`config.mk`:
```
export PLATFORM = sky130hd
export DESIGN_NAME = fetch_stage
export DESIGN_NICKNAME = d
export VERILOG_FILES = /design/src/rtl/fetch_stage.sv
export SDC_FILE = /design/constraint.sdc
export NUM_CORES = 1
export LEC_CHECK = 0
export BUFFER_PORTS_ARGS = -buffer_cell sky130_fd_sc_hd__buf_2
export CAP_MARGIN = 20
export CORE_ASPECT_RATIO = 1.5
export CORE_UTILIZATION = 48
export CTS_BUF_LIST = sky130_fd_sc_hd__clkbuf_4
export CTS_CLUSTER_DIAMETER = 30
export DETAILED_ROUTE_END_ITERATION = 8
export PLACE_DENSITY = 0.85
export SETUP_SLACK_MARGIN = 0.05
export SLEW_MARGIN = 0
export SYNTH_ARGS = -nofsm -noshare
export SYNTH_HDL_FRONTEND = slang
export SYNTH_SLANG_ARGS = --single-unit
```
`constraint.sdc`:
```
create_clock -name clk -period 1.8 [get_ports clk]
set_clock_uncertainty 0.15 [all_clocks]
set_input_delay 0 -clock clk [delete_from_list [all_inputs] [get_ports clk]]
set_output_delay 0 -clock clk [all_outputs]
set_load 0.005 [all_outputs]
```
`src/rtl/fetch_stage.sv`:
```
// Instruction fetch stage: PC, fetch FSM, one-entry skid buffer and IF/ID register.
// Optional stall counter enabled by defining FETCH_STALL_CNT_EN.
module fetch_stage (
  input  logic        clk,
  input  logic        rst_n,
  input  logic        stall,
  input  logic        br_taken,
  input  logic [15:0] br_target,
  output logic        imem_req,
  output logic [15:0] imem_addr,
  input  logic [15:0] imem_data,
  input  logic        imem_valid,
  output logic [15:0] ID_instr,
  output logic [15:0] ID_PC_INC_OUT,
  output logic        ID_valid,
  output logic        halted,
  output logic [15:0] stall_cycles
);

  typedef enum logic [1:0] {
    S_FETCH,
    S_HOLD,
    S_HALT
  } state_t;

  state_t      state;
  state_t      state_nxt;
  logic [15:0] pc;
  logic [15:0] pc_nxt;
  logic [15:0] pc_inc;
  logic [15:0] buf_q;
  logic [15:0] word;
  logic        ld;
  logic        bub;
  logic        buf_ld;

  assign pc_inc    = pc + 16'd2;
  assign imem_addr = pc;
  assign imem_req  = rst_n && (state == S_FETCH);

  always_comb begin
    state_nxt = state;
    pc_nxt    = pc;
    ld        = 1'b0;
    bub       = 1'b0;
    buf_ld    = 1'b0;
    word      = imem_data;
    if (br_taken) begin
      state_nxt = S_FETCH;
      pc_nxt    = br_target;
      bub       = 1'b1;
    end else begin
      unique case (state)
        S_FETCH: begin
          if (imem_valid) begin
            if (stall) begin
              buf_ld    = 1'b1;
              state_nxt = S_HOLD;
            end else begin
              ld = 1'b1;
            end
          end else if (!stall) begin
            bub = 1'b1;
          end
        end
        S_HOLD: begin
          word = buf_q;
          ld   = !stall;
        end
        S_HALT: bub = !stall;
        default: state_nxt = S_FETCH;
      endcase
      // HLT freezes the PC on its own address
      if (ld) begin
        if (word[15:12] == 4'hF) begin
          state_nxt = S_HALT;
        end else begin
          state_nxt = S_FETCH;
          pc_nxt    = pc_inc;
        end
      end
    end
  end

  always_ff @(posedge clk or negedge rst_n) begin
    if (!rst_n) begin
      state         <= S_FETCH;
      pc            <= 16'h0000;
      buf_q         <= 16'h0000;
      ID_instr      <= 16'h0000;
      ID_PC_INC_OUT <= 16'h0000;
      ID_valid      <= 1'b0;
      halted        <= 1'b0;
    end else begin
      state  <= state_nxt;
      pc     <= pc_nxt;
      halted <= (state_nxt == S_HALT);
      if (buf_ld) begin
        buf_q <= imem_data;
      end
      if (ld) begin
        ID_instr      <= word;
        ID_PC_INC_OUT <= pc_inc;
        ID_valid      <= 1'b1;
      end else if (bub) begin
        ID_instr <= 16'h0000;
        ID_valid <= 1'b0;
      end
    end
  end

`ifdef FETCH_STALL_CNT_EN
  logic [15:0] cnt;

  always_ff @(posedge clk or negedge rst_n) begin
    if (!rst_n) begin
      cnt <= 16'h0000;
    end else if (!br_taken && cnt != 16'hFFFF &&
                 (stall || (state == S_FETCH && !imem_valid))) begin
      cnt <= cnt + 16'd1;
    end
  end

  assign stall_cycles = cnt;
`else
  assign stall_cycles = 16'h0000;
`endif

endmodule

```
== After elaboration in Yosys (flattened, before gate mapping) ==
Cells that the tools add are included.

* Memories kept: 0
* Output and inout bits: 67
* Memory bits (read-only): 0
* RAM bits: 0
* Input bits: 37
* Latch bits: 0
* Register bits after elaboration: 68

* $add $sub $neg: 1
* Shift operators: 0
* Divide/modulo/power cells: 0
* Multipliers: 0
* Reduce and logical (&&, ||, !) cells: 7
* Multiplexer cells: 28
* Equality and inequality tests: 5
* Order comparisons: 0
* Bitwise operators: 0

{| class="wikitable"
|+ Operators by type and width
! operator !! number
|-
| $mux W16 || 8
|-
| $add A16 B2 Y16 const B || 1
|-
| $mux W1 || 12
|-
| $mux W2 || 5
|-
| $eq A2 B2 Y1 const B || 2
|-
| $eq A4 B4 Y1 const B || 1
|-
| $pmux W1 S2 || 2
|-
| $pmux W2 S2 || 1
|-
| $reduce_bool A2 Y1 || 2
|-
| $eq A2 B1 Y1 const B || 1
|-
| $logic_not A2 Y1 || 1
|-
| $ne A2 B2 Y1 const B || 1
|-
| $reduce_and A2 Y1 || 1
|-
| $reduce_or A2 Y1 || 1
|-
| $logic_and A1 B1 Y1 || 1
|-
| $logic_not A1 Y1 || 1
|}

== Longest topological paths before layout ==
Gate-level depths: netlist of the first run.

* Word-level depth: 8
* Depth in mapped cells: 7
* Depth with buffers taken out: 5

== Least setup slack after synthesis of the first run ==
Ideal clock, no wire load.

* Kind: register to register
* From: reg state[0]
* To: reg buf_q[0]
* Library setup time: 0.125 ns
* Path buffers: 3
* Stages on the path, launching flop included: 7
* Arrival time: 1.650 ns
* Path slack: -0.125 ns
* Clock period less this slack: 1.925 ns
* Path through: dfrtp_1 -> buf_6 -> nand2b_4 -> or4b_4 -> buf_6 -> buf_12 -> mux2_4

* Word-level cells in the longest chain between the ends: 3

{| class="wikitable"
|+ Ends and longest elaborated chain
! item !! RTL line !! RTL
|-
| start: declaration || 26 || <nowiki>state_t state;</nowiki>
|-
| start signal: assignment || 95 || <nowiki>state <= state_nxt;</nowiki>
|-
| $logic_not A2 Y1 || 53 || <nowiki>unique case (state)</nowiki>
|-
| $mux W1 || 53 ||
|-
| $mux W1 || 48 || <nowiki>if (br_taken) begin</nowiki>
|-
| end signal: assignment || 99 || <nowiki>buf_q <= imem_data;</nowiki>
|-
| end: declaration || 31 || <nowiki>logic [15:0] buf_q;</nowiki>
|}

Every way passes these cells.
A chain may end at the register's enable or synchronous reset.

== Final worst setup path of the first run ==
* From: reg state[0]
* To: reg pc[9] (netlist: imem_addr[9])

* Word-level cells in the longest chain between the ends: 6

{| class="wikitable"
|+ Ends and longest elaborated chain
! item !! RTL line !! RTL
|-
| $eq A2 B1 Y1 || 53 ||
|-
| $mux W16 || 53 ||
|-
| $mux W16 || 48 ||
|-
| $eq A4 B4 Y1 || 75 || <nowiki>if (word[15:12] == 4'hF) begin</nowiki>
|-
| $ne A2 B2 Y1 (no line) || -- ||
|-
| $reduce_and A2 Y1 (no line) (*) || -- ||
|-
| end signal: assignment || 96 || <nowiki>pc <= pc_nxt;</nowiki>
|-
| end: declaration || 28 || <nowiki>logic [15:0] pc;</nowiki>
|}

Every way passes the cells marked *; elsewhere a longest branch is shown, timed or not. The select of a mux whose other input is x is not followed.

==> run_results.csv, run 1 <==
group,metric,value,unit
clock_network,clock_latency,0.41,ns
clock_network,cts_tree,"done",
grt,antenna_found_initial,0,
clock_network,clock_sinks,68,
power,internal-power,2.77,mW
grt,globalRouteOverflowTotal,0,
yosys,syn-cell-area,3520,um^2
route,wl_per_cell,15.5,um
sta,hold_ws,0.0556,ns
worst_setup_path,critPathMaxFanout,5,
yosys,synthXorXnorAreaFrac,2.49,%
floorplanning,die_area,7680,um^2
floorplanning,fp-row-count,37,
floorplanning,ios,104,
yosys,ys_seq_elements,68,
floorplanning,die_y,107,um
floorplanning,die_x,71.9,um
route,vias_per_cell,5.46,
sta,timing.setup.tns,-0.494,ns
yosys,synth_top_family_by_area,"simple AND/OR/NAND/NOR gates",
power,power.leakage,2.25,nW
power,peakVddDrop,0.475,mV
yosys,synth-main-ff-cell,"dfrtp_1",
worst_setup_path,slowest_delay,0.45,ns
grt,grt_pass1_wl,14.3,mm
sta,rsz0062_at_grt,"true",
route,num_vias,3258,
route,drt_iter0_markers,209,
yosys,synth_cell_type_count,49,
power,sw_frac_of_total,28.7,%
outcome,failed_checks,"setup timing",
cells_and_area,design_area,4680,um^2
power,power.density,829,nW/um^2
route,final_antenna_net_count,0,
cells_and_area,area_delta_synth_final,33.0,%
power,power_frac_comb,22.7,%
power,pwr-share-clk,28.5,%
grt,grt_max_degree,69,
route,drtPass1Iterations,4,
power,p_total,3.88,mW
clock_network,h-tree-depth,3,
yosys,synth_top_area_cell,"dfrtp_1",
yosys,synth_common_cells,"dfrtp_1 (68), nand2_1 (55), o21ai_0 (31)",
job,maxCapViolations,0,
sta,hold_violations,0,
sta,fin_crit,1.88,ns
cells_and_area,final_nets,533,
floorplanning,fp.coreArea,6990,um^2
worst_setup_path,crit_path_cell_trace,"buf_6 -> nor4b_4 -> buf_4 -> a22oi_2 -> or4_1 -> nand3_1",
yosys,muxShareOfSynthArea,7.97,%
worst_setup_path,crit_type,"reg2reg",
yosys,synthArstFlopShare,100,%
outcome,status,"complete, but fails checks",
yosys,avgSynthCellArea,9.80,um^2
clock_network,cts_buffers,9,
clock_network,clk_pin_slew,0.12,ns
worst_setup_path,end_kind,"flop",
sta,fmax,532,MHz
yosys,synth_compound_area_share,13.1,%
route,drc,0,
sta,fin_crit_sh,104,%
placed_design,place_area,4070,um^2
clock_network,cts_root_buf,"clkbuf_4",
yosys,synthCells,359,
placed_design,place.gp.congestion,0.889,
clock_network,cts_max_path_buffers,2,
grt,grt_util_all_layers,23.8,%
yosys,ys_seq_area_share,48.4,%
worst_setup_path,slowest_stage,"or4_1",
placed_design,port_buffers,87,
yosys,yosysMostFrequentCell,"dfrtp_1",
yosys,yosys_warnings,0,
yosys,synth_fa_ha_area_share,0.356,%
sta,setup_ws,-0.0808,ns
floorplanning,initial_core_util,50.3,%
min_path,hold_path_class,"in2async",
sta,maxSlewViolCount,0,
worst_setup_path,cp.required,1.99,ns
worst_setup_path,cp_data_arrival_time,2.07,ns
cells_and_area,drive_gt1_share,33.0,%
power,p_seq_share,48.9,%
yosys,synth_top_area_share,48.4,%
yosys,synthSimpleGateAreaFrac,19.8,%
worst_setup_path,startpoint_type,"flop",
cells_and_area,diodes,0,
sta,setup_violations,20,
yosys,synth-edff-count,0,
yosys,synthTopCellsByArea,"dfrtp_1 (48%), nand2_1 (5.9%), o21ai_0 (4.4%)",
power,switchingPower,1.11,mW
placed_design,dp.final_hpwl,5.96,mm
grt,grt_pass1_vias,3038,
route,wl,9.24,mm
[power groups by stage]
stage | sequential (mW) | combinational [mW] | clock (mW)
final | 1.90 | 0.880 | 1.11
after global routing | 1.92 | 0.965 | 1.18
after CTS | 1.89 | 0.850 | 1.11
after detailed placement | 1.92 | 0.786 | 0
after global placement | 1.91 | 0.758 | 0
after floorplan | 1.91 | 0.459 | 0
[sequential cells by signal (all words and copies together) (netlist names)]
| signal | flops |
|---|---|
| ID_PC_INC_OUT | 16 |
| ID_instr | 16 |
| buf_q | 16 |
| imem_addr | 16 |
| state | 2 |
| ID_valid | 1 |
| halted | 1 |
[through the flow]
stage	instances	utilization (%)	setup slack, ns
floorplan	374	-	-0.125
global placement	540	58.2	0.00808
detailed placement	540	58.2	-0.0608
CTS	593	65.8	-0.0327
global route	597	67.0	-0.122
finish	597	67.0	-0.0808
[worst max-delay path, delay by kind of cell, from the launching register on]
family / cells / cell delay, ns
simple gates: 3 / 0.82
buf+inv: 2 / 0.32
compound gates: 1 / 0.10
flops: 1 / 0.42
[layer usage]
metal | global-route usage [%] | part of all wire [%]
met1 | 28.7 | 37
met5 | 0 | 0
met4 | 9.94 | 2.9
met2 | 42.2 | 53
met3 | 3.10 | 7.0
[cells by family after synthesis]
logic type / count (synthesis)
buffers and inverters: 46
DFF: 68
and+or+nand+nor: 136
AOI/OAI and AO/OA: 75
other: 1
xor gates and xnor gates: 10
muxes: 22
adders and majority gates: 1
[repair_timing]
action,in CTS,in global routing
hold buffers,37,0
gates resized for setup,3,15
endpoints found under the hold margin,120,0
setup endpoints to repair,40,52
gates cloned,0,1
setup buffers,0,3
pin swaps,0,8
[layout by cell type, fill, tap and decap left out, types with 3 or more instances in the layout]
cell type and n:
o31a_1 3, clkinv_2 3, buf_2 87, a21oi_1 15
mux2_2 7, nand3_1 12, a22oi_1 5, buf_6 4
nand2_1 54, conb_1 16, dlygate4sd3_1 37, dfrtp_1 66
buf_4 21, nand4_1 6, clkbuf_4 10, mux2_4 11
nor2_1 27, nand2b_1 6, nor4_1 3, xnor2_1 8
o21ai_0 29, mux2i_1 4, o211ai_1 12, inv_1 5
or4_1 6
[area by class of cell]
class / count / area, um^2
Clock buffer: 10 / 75.1
Clock inverter: 6 / 78.8
Fill cell: 512 / 2310
Inverter: 5 / 18.8
Multi-Input combinational cell: 261 / 1650
Sequential cell: 68 / 1700
Tap cell: 97 / 121
Timing Repair Buffer: 150 / 1030
[path summary, 6_finish.rpt]
kind / to / cells after the start / slack (ns) / startpoint
setup / recovery: imem_addr[9] / 6 / -0.08 / state[0]
hold / removal: ID_PC_INC_OUT[5] / 3 / 0.06 / rst_n
setup reg to reg: imem_addr[9] / 6 / -0.08 / state[0]
hold reg to reg: ID_instr[2] / 2 / 0.34 / ID_instr[2]
max in group asynchronous: state[1] / 3 / 1.14 / rst_n
min in group clk: imem_addr[0] / 3 / 0.20 / br_target[0]
No activity file was read; power rests on OpenSTA's default activity.
==> inputs of run 2 (changes only) <==
--- a/config.mk
+++ b/config.mk
@@ -14,6 +14,7 @@
 export DETAILED_ROUTE_END_ITERATION = 8
 export PLACE_DENSITY = 0.85
 export SETUP_SLACK_MARGIN = 0.05
+export SKIP_CTS_REPAIR_TIMING = 1
 export SLEW_MARGIN = 0
 export SYNTH_ARGS = -nofsm -noshare
 export SYNTH_HDL_FRONTEND = slang
==> run_results.csv, run 2 (synthesis results as in run 1) <==
group,metric,value,unit
cells_and_area,final_core_util,66.8,%
sta,fin_crit_sh,105,%
sta,hold_ws,0.0717,ns
placed_design,place.gp.congestion,0.889,
route,drtPass1Iterations,4,
job,maxCapViolations,0,
sta,maxSlewViolCount,0,
grt,gr-usage-met2,37.9,%
cells_and_area,design_area,4670,um^2
placed_design,place_area,4070,um^2
cells_and_area,diodes,0,
sta,timing.setup.tns,-0.550,ns
worst_setup_path,crit_type,"reg2reg",
power,peakVddDrop,0.477,mV
floorplanning,die_area,7680,um^2
power,p_total,3.88,mW
clock_network,cts_tree,"done",
floorplanning,die_y,107,um
clock_network,clock_sinks,68,
clock_network,cts_max_path_buffers,2,
grt,grt_pass1_wl,13.3,mm
sta,setup_ws,-0.0875,ns
route,wl_per_cell,15.4,um
grt,globalRouteOverflowTotal,0,
sta,hold_violations,0,
worst_setup_path,critPathMaxFanout,6,
outcome,status,"complete, but fails checks",
floorplanning,initial_core_util,50.3,%
route,wl,9.20,mm
sta,setup_violations,21,
cells_and_area,area_delta_synth_final,32.8,%
route,final_antenna_net_count,0,
worst_setup_path,ff2ff_setup_slack,-0.09,ns
power,power.leakage,2.25,nW
clock_network,cts_root_buf,"clkbuf_4",
placed_design,port_buffers,87,
cells_and_area,drive_gt1_share,33.1,%
cells_and_area,fin_cells,596,
grt,met1_usage,27.9,%
grt,grt_max_degree,69,
grt,grt_pass1_vias,2777,
placed_design,post-place-ws,-0.0608,ns
sta,rsz0062_at_grt,"true",
placed_design,dp.final_hpwl,5.96,mm
floorplanning,fp.coreArea,6990,um^2
grt,antenna_found_initial,0,
power,power.density,830,nW/um^2
grt,busiest_layer,"met2",
worst_setup_path,startpoint_type,"flop",
floorplanning,fp-row-count,37,
sta,fin_crit,1.89,ns
placed_design,dp_cells,540,
grt,use_met3,2.82,%
min_path,hold_path_class,"in2async",
cells_and_area,layout_common_cells,"buf_2 (87), dfrtp_1 (66), nand2_1 (54), dlygate4sd3_1 (36), o21ai_0 (29)",
floorplanning,ios,104,
worst_setup_path,end_kind,"flop",
clock_network,clk_pin_slew,0.11,ns
sta,fmax,530,MHz
floorplanning,die_x,71.9,um
worst_setup_path,cp_data_arrival_time,2.08,ns
clock_network,h-tree-depth,3,
route,num_vias,3220,
cells_and_area,final_nets,532,
route,drt_iter0_markers,209,
grt,grt_util_all_layers,22.0,%
clock_network,cts_buffers,9,
clock_network,clock_latency,0.40,ns
cells_and_area,final_common_cell,"buf_2",
worst_setup_path,cp.required,1.99,ns
route,drc,0,
outcome,failed_checks,"setup timing",
route,vias_per_cell,5.40,
run 2: area by class of cell:
cell class | instances | area, um^2
Multi-Input combinational cell | 261 | 1650
Clock inverter | 6 | 78.8
Tap cell | 97 | 121
Inverter | 5 | 18.8
Sequential cell | 68 | 1700
Timing Repair Buffer | 149 | 1020
Clock buffer | 10 | 75.1
Fill cell | 517 | 2320
run 2: routing by layer:
metal	part of all wire [%]	up-vias
met5	0	-
met4	2.3	0
met3	4.9	18
met2	54	137
met1	39	1560
li1	-	1505
run 2: final timing paths:
kind,from,endpoint,cells past startpoint
setup reg to reg,state[0],imem_addr[9],6
hold reg to reg,ID_instr[10],ID_instr[10],2
min in group clk,imem_data[12],state[1],5
max in group asynchronous,rst_n,imem_addr[3],3
hold / removal,rst_n,ID_PC_INC_OUT[6],3
setup / recovery,state[0],imem_addr[9],6
run 2: where the power goes:
part / internal (mW) / leakage [nW] / switching (mW) / total, mW
clock network: 0.568 / 0.0876 / 0.535 / 1.10
registers: 1.74 / 0.855 / 0.153 / 1.90
logic: 0.455 / 1.31 / 0.421 / 0.876
total: 2.77 / 2.25 / 1.11 / 3.88
run 2: critical path, cell delays in order (launching register included):
cell and delay (ns):
dfrtp_1 0.42, buf_6 0.14, nor4b_4 0.29, buf_4 0.19, a22oi_2 0.11, or4_1 0.45, nand3_1 0.09
==> inputs of run 3 (changes only) <==
--- a/config.mk
+++ b/config.mk
@@ -7,7 +7,7 @@
 export LEC_CHECK = 0
 export BUFFER_PORTS_ARGS = -buffer_cell sky130_fd_sc_hd__buf_2
 export CAP_MARGIN = 20
-export CORE_ASPECT_RATIO = 1.5
+export CORE_ASPECT_RATIO = 1.1
 export CORE_UTILIZATION = 48
 export CTS_BUF_LIST = sky130_fd_sc_hd__clkbuf_4
 export CTS_CLUSTER_DIAMETER = 30
==> run_results.csv, run 3 (synthesis results as in run 1) <==
group,metric,value,unit
cells_and_area,drive_gt1_share,33.3,%
placed_design,place.gp.congestion,0.853,
floorplanning,fp-row-count,32,
route,num_vias,3228,
grt,grt_max_degree,69,
power,switchingPower,1.08,mW
route,drc,0,
power,p_seq_share,53.6,%
grt,grt_util_all_layers,21.4,%
outcome,failed_checks,"setup timing",
worst_setup_path,crit_type,"reg2reg",
route,drtPass1Iterations,4,
sta,timing.setup.tns,-0.858,ns
power,power_frac_comb,24.4,%
cells_and_area,area_delta_synth_final,30.9,%
grt,grt_pass1_wl,13.3,mm
clock_network,cts_tree,"done",
power,power.leakage,2.22,nW
placed_design,dp_cells,531,
clock_network,cts_max_path_buffers,2,
cells_and_area,fin_cells,584,
grt,grt_pass1_vias,2846,
floorplanning,die_y,91.8,um
worst_setup_path,cp.required,1.97,ns
clock_network,cts_root_buf,"clkbuf_4",
power,p_total,3.55,mW
power,peakVddDrop,0.563,mV
power,power.density,772,nW/um^2
route,vias_per_cell,5.53,
sta,setup_ws,-0.0542,ns
sta,maxSlewViolCount,0,
min_path,hold_path_class,"in2reg",
clock_network,clock_sinks,68,
cells_and_area,layout_common_cells,"buf_2 (87), dfrtp_1 (65), nand2_1 (54), dlygate4sd3_1 (36), o21ai_0 (31)",
worst_setup_path,startpoint_type,"flop",
clock_network,cts_buffers,9,
clock_network,clock_latency,0.39,ns
route,drt_iter0_markers,183,
grt,globalRouteOverflowTotal,0,
cells_and_area,final_common_cell,"buf_2",
power,internal-power,2.47,mW
floorplanning,die_area,7680,um^2
floorplanning,initial_core_util,49.9,%
worst_setup_path,cp_data_arrival_time,2.02,ns
cells_and_area,fillers,567,
job,maxCapViolations,0,
outcome,status,"complete, but fails checks",
power,pwr-share-clk,22.0,%
floorplanning,die_x,83.6,um
floorplanning,fp.coreArea,7050,um^2
cells_and_area,diodes,0,
worst_setup_path,critPathMaxFanout,6,
cells_and_area,final_nets,534,
sta,fmax,539,MHz
cells_and_area,final_core_util,65.3,%
clock_network,clk_pin_slew,0.10,ns
power,sw_frac_of_total,30.4,%
sta,worst_slew_pin_slew,0.855,ns
clock_network,h-tree-depth,3,
sta,fin_crit,1.85,ns
grt,antenna_found_initial,0,
worst_setup_path,end_kind,"flop",
sta,maxSlewHeadroom,43.0,%
route,final_antenna_net_count,0,
sta,fin_crit_sh,103,%
sta,rsz0062_at_grt,"true",
placed_design,dp.final_hpwl,5.86,mm
route,wl,9.25,mm
floorplanning,ios,104,
sta,hold_violations,0,
placed_design,port_buffers,87,
sta,setup_violations,23,
route,wl_per_cell,15.8,um
[run 3: cell type report]
cell class,instances,area (um^2),area share [%]
Inverter,5,18.8,0.408
Clock inverter,4,18.8,0.408
Timing Repair Buffer,151,1020,22.2
Clock buffer,10,75.1,1.63
Tap cell,85,106,2.31
Multi-Input combinational cell,261,1660,36.0
Sequential cell,68,1710,37.0
[run 3: layer usage]
layer  share of wire (%)  wire (um)  up-vias  GRT usage [%]
li1                    -          -     1516              -
met1                  40       3710     1584           28.0
met2                  53       4940      120           36.7
met3                 5.5        507        8           3.06
met4                0.93         86        0           7.20
met5                   0          0        -              0
[run 3: worst max-delay path, stage by stage (launching register included)]
cell	delay (ns)
dfrtp_1	0.43
buf_4	0.16
nor4b_4	0.28
buf_4	0.18
a22oi_2	0.09
or4_1	0.42
nand3_1	0.08
[run 3: stage by stage]
stage	area (um^2)	hold slack (ns)	worst slack (ns)
after floorplan	3590	-0.446	-0.125
after global placement	4080	0.0648	-0.00869
after detailed placement	4080	0.0684	-0.0940
after CTS	4170	-0.347	-0.133
after global routing	4600	0.00701	-0.146
final	4600	0.0113	-0.0542
[run 3: final timing paths]
| check | startpoint | end | slack, ns | cells past startpoint |
|---|---|---|---|---|
| worst max-delay path | state[0] | imem_addr[9] | -0.05 | 6 |
| worst min-delay path | br_taken | ID_valid | 0.01 | 3 |
| worst max register to register | state[0] | imem_addr[9] | -0.05 | 6 |
| worst min register to register | ID_instr[1] | ID_instr[1] | 0.34 | 2 |
| max in group asynchronous | rst_n | state[1] | 0.62 | 3 |
| min in group asynchronous | rst_n | imem_addr[8] | 0.26 | 3 |
[run 3: power by group through the flow]
| stage | registers [mW] | logic, mW | clock network (mW) |
|---|---|---|---|
| final | 1.90 | 0.867 | 0.783 |
| after detailed placement | 1.92 | 0.782 | 0 |
| after floorplan | 1.91 | 0.459 | 0 |
| after global routing | 1.93 | 0.960 | 0.856 |
| after CTS | 1.90 | 0.784 | 0.794 |
| after global placement | 1.91 | 0.756 | 0 |
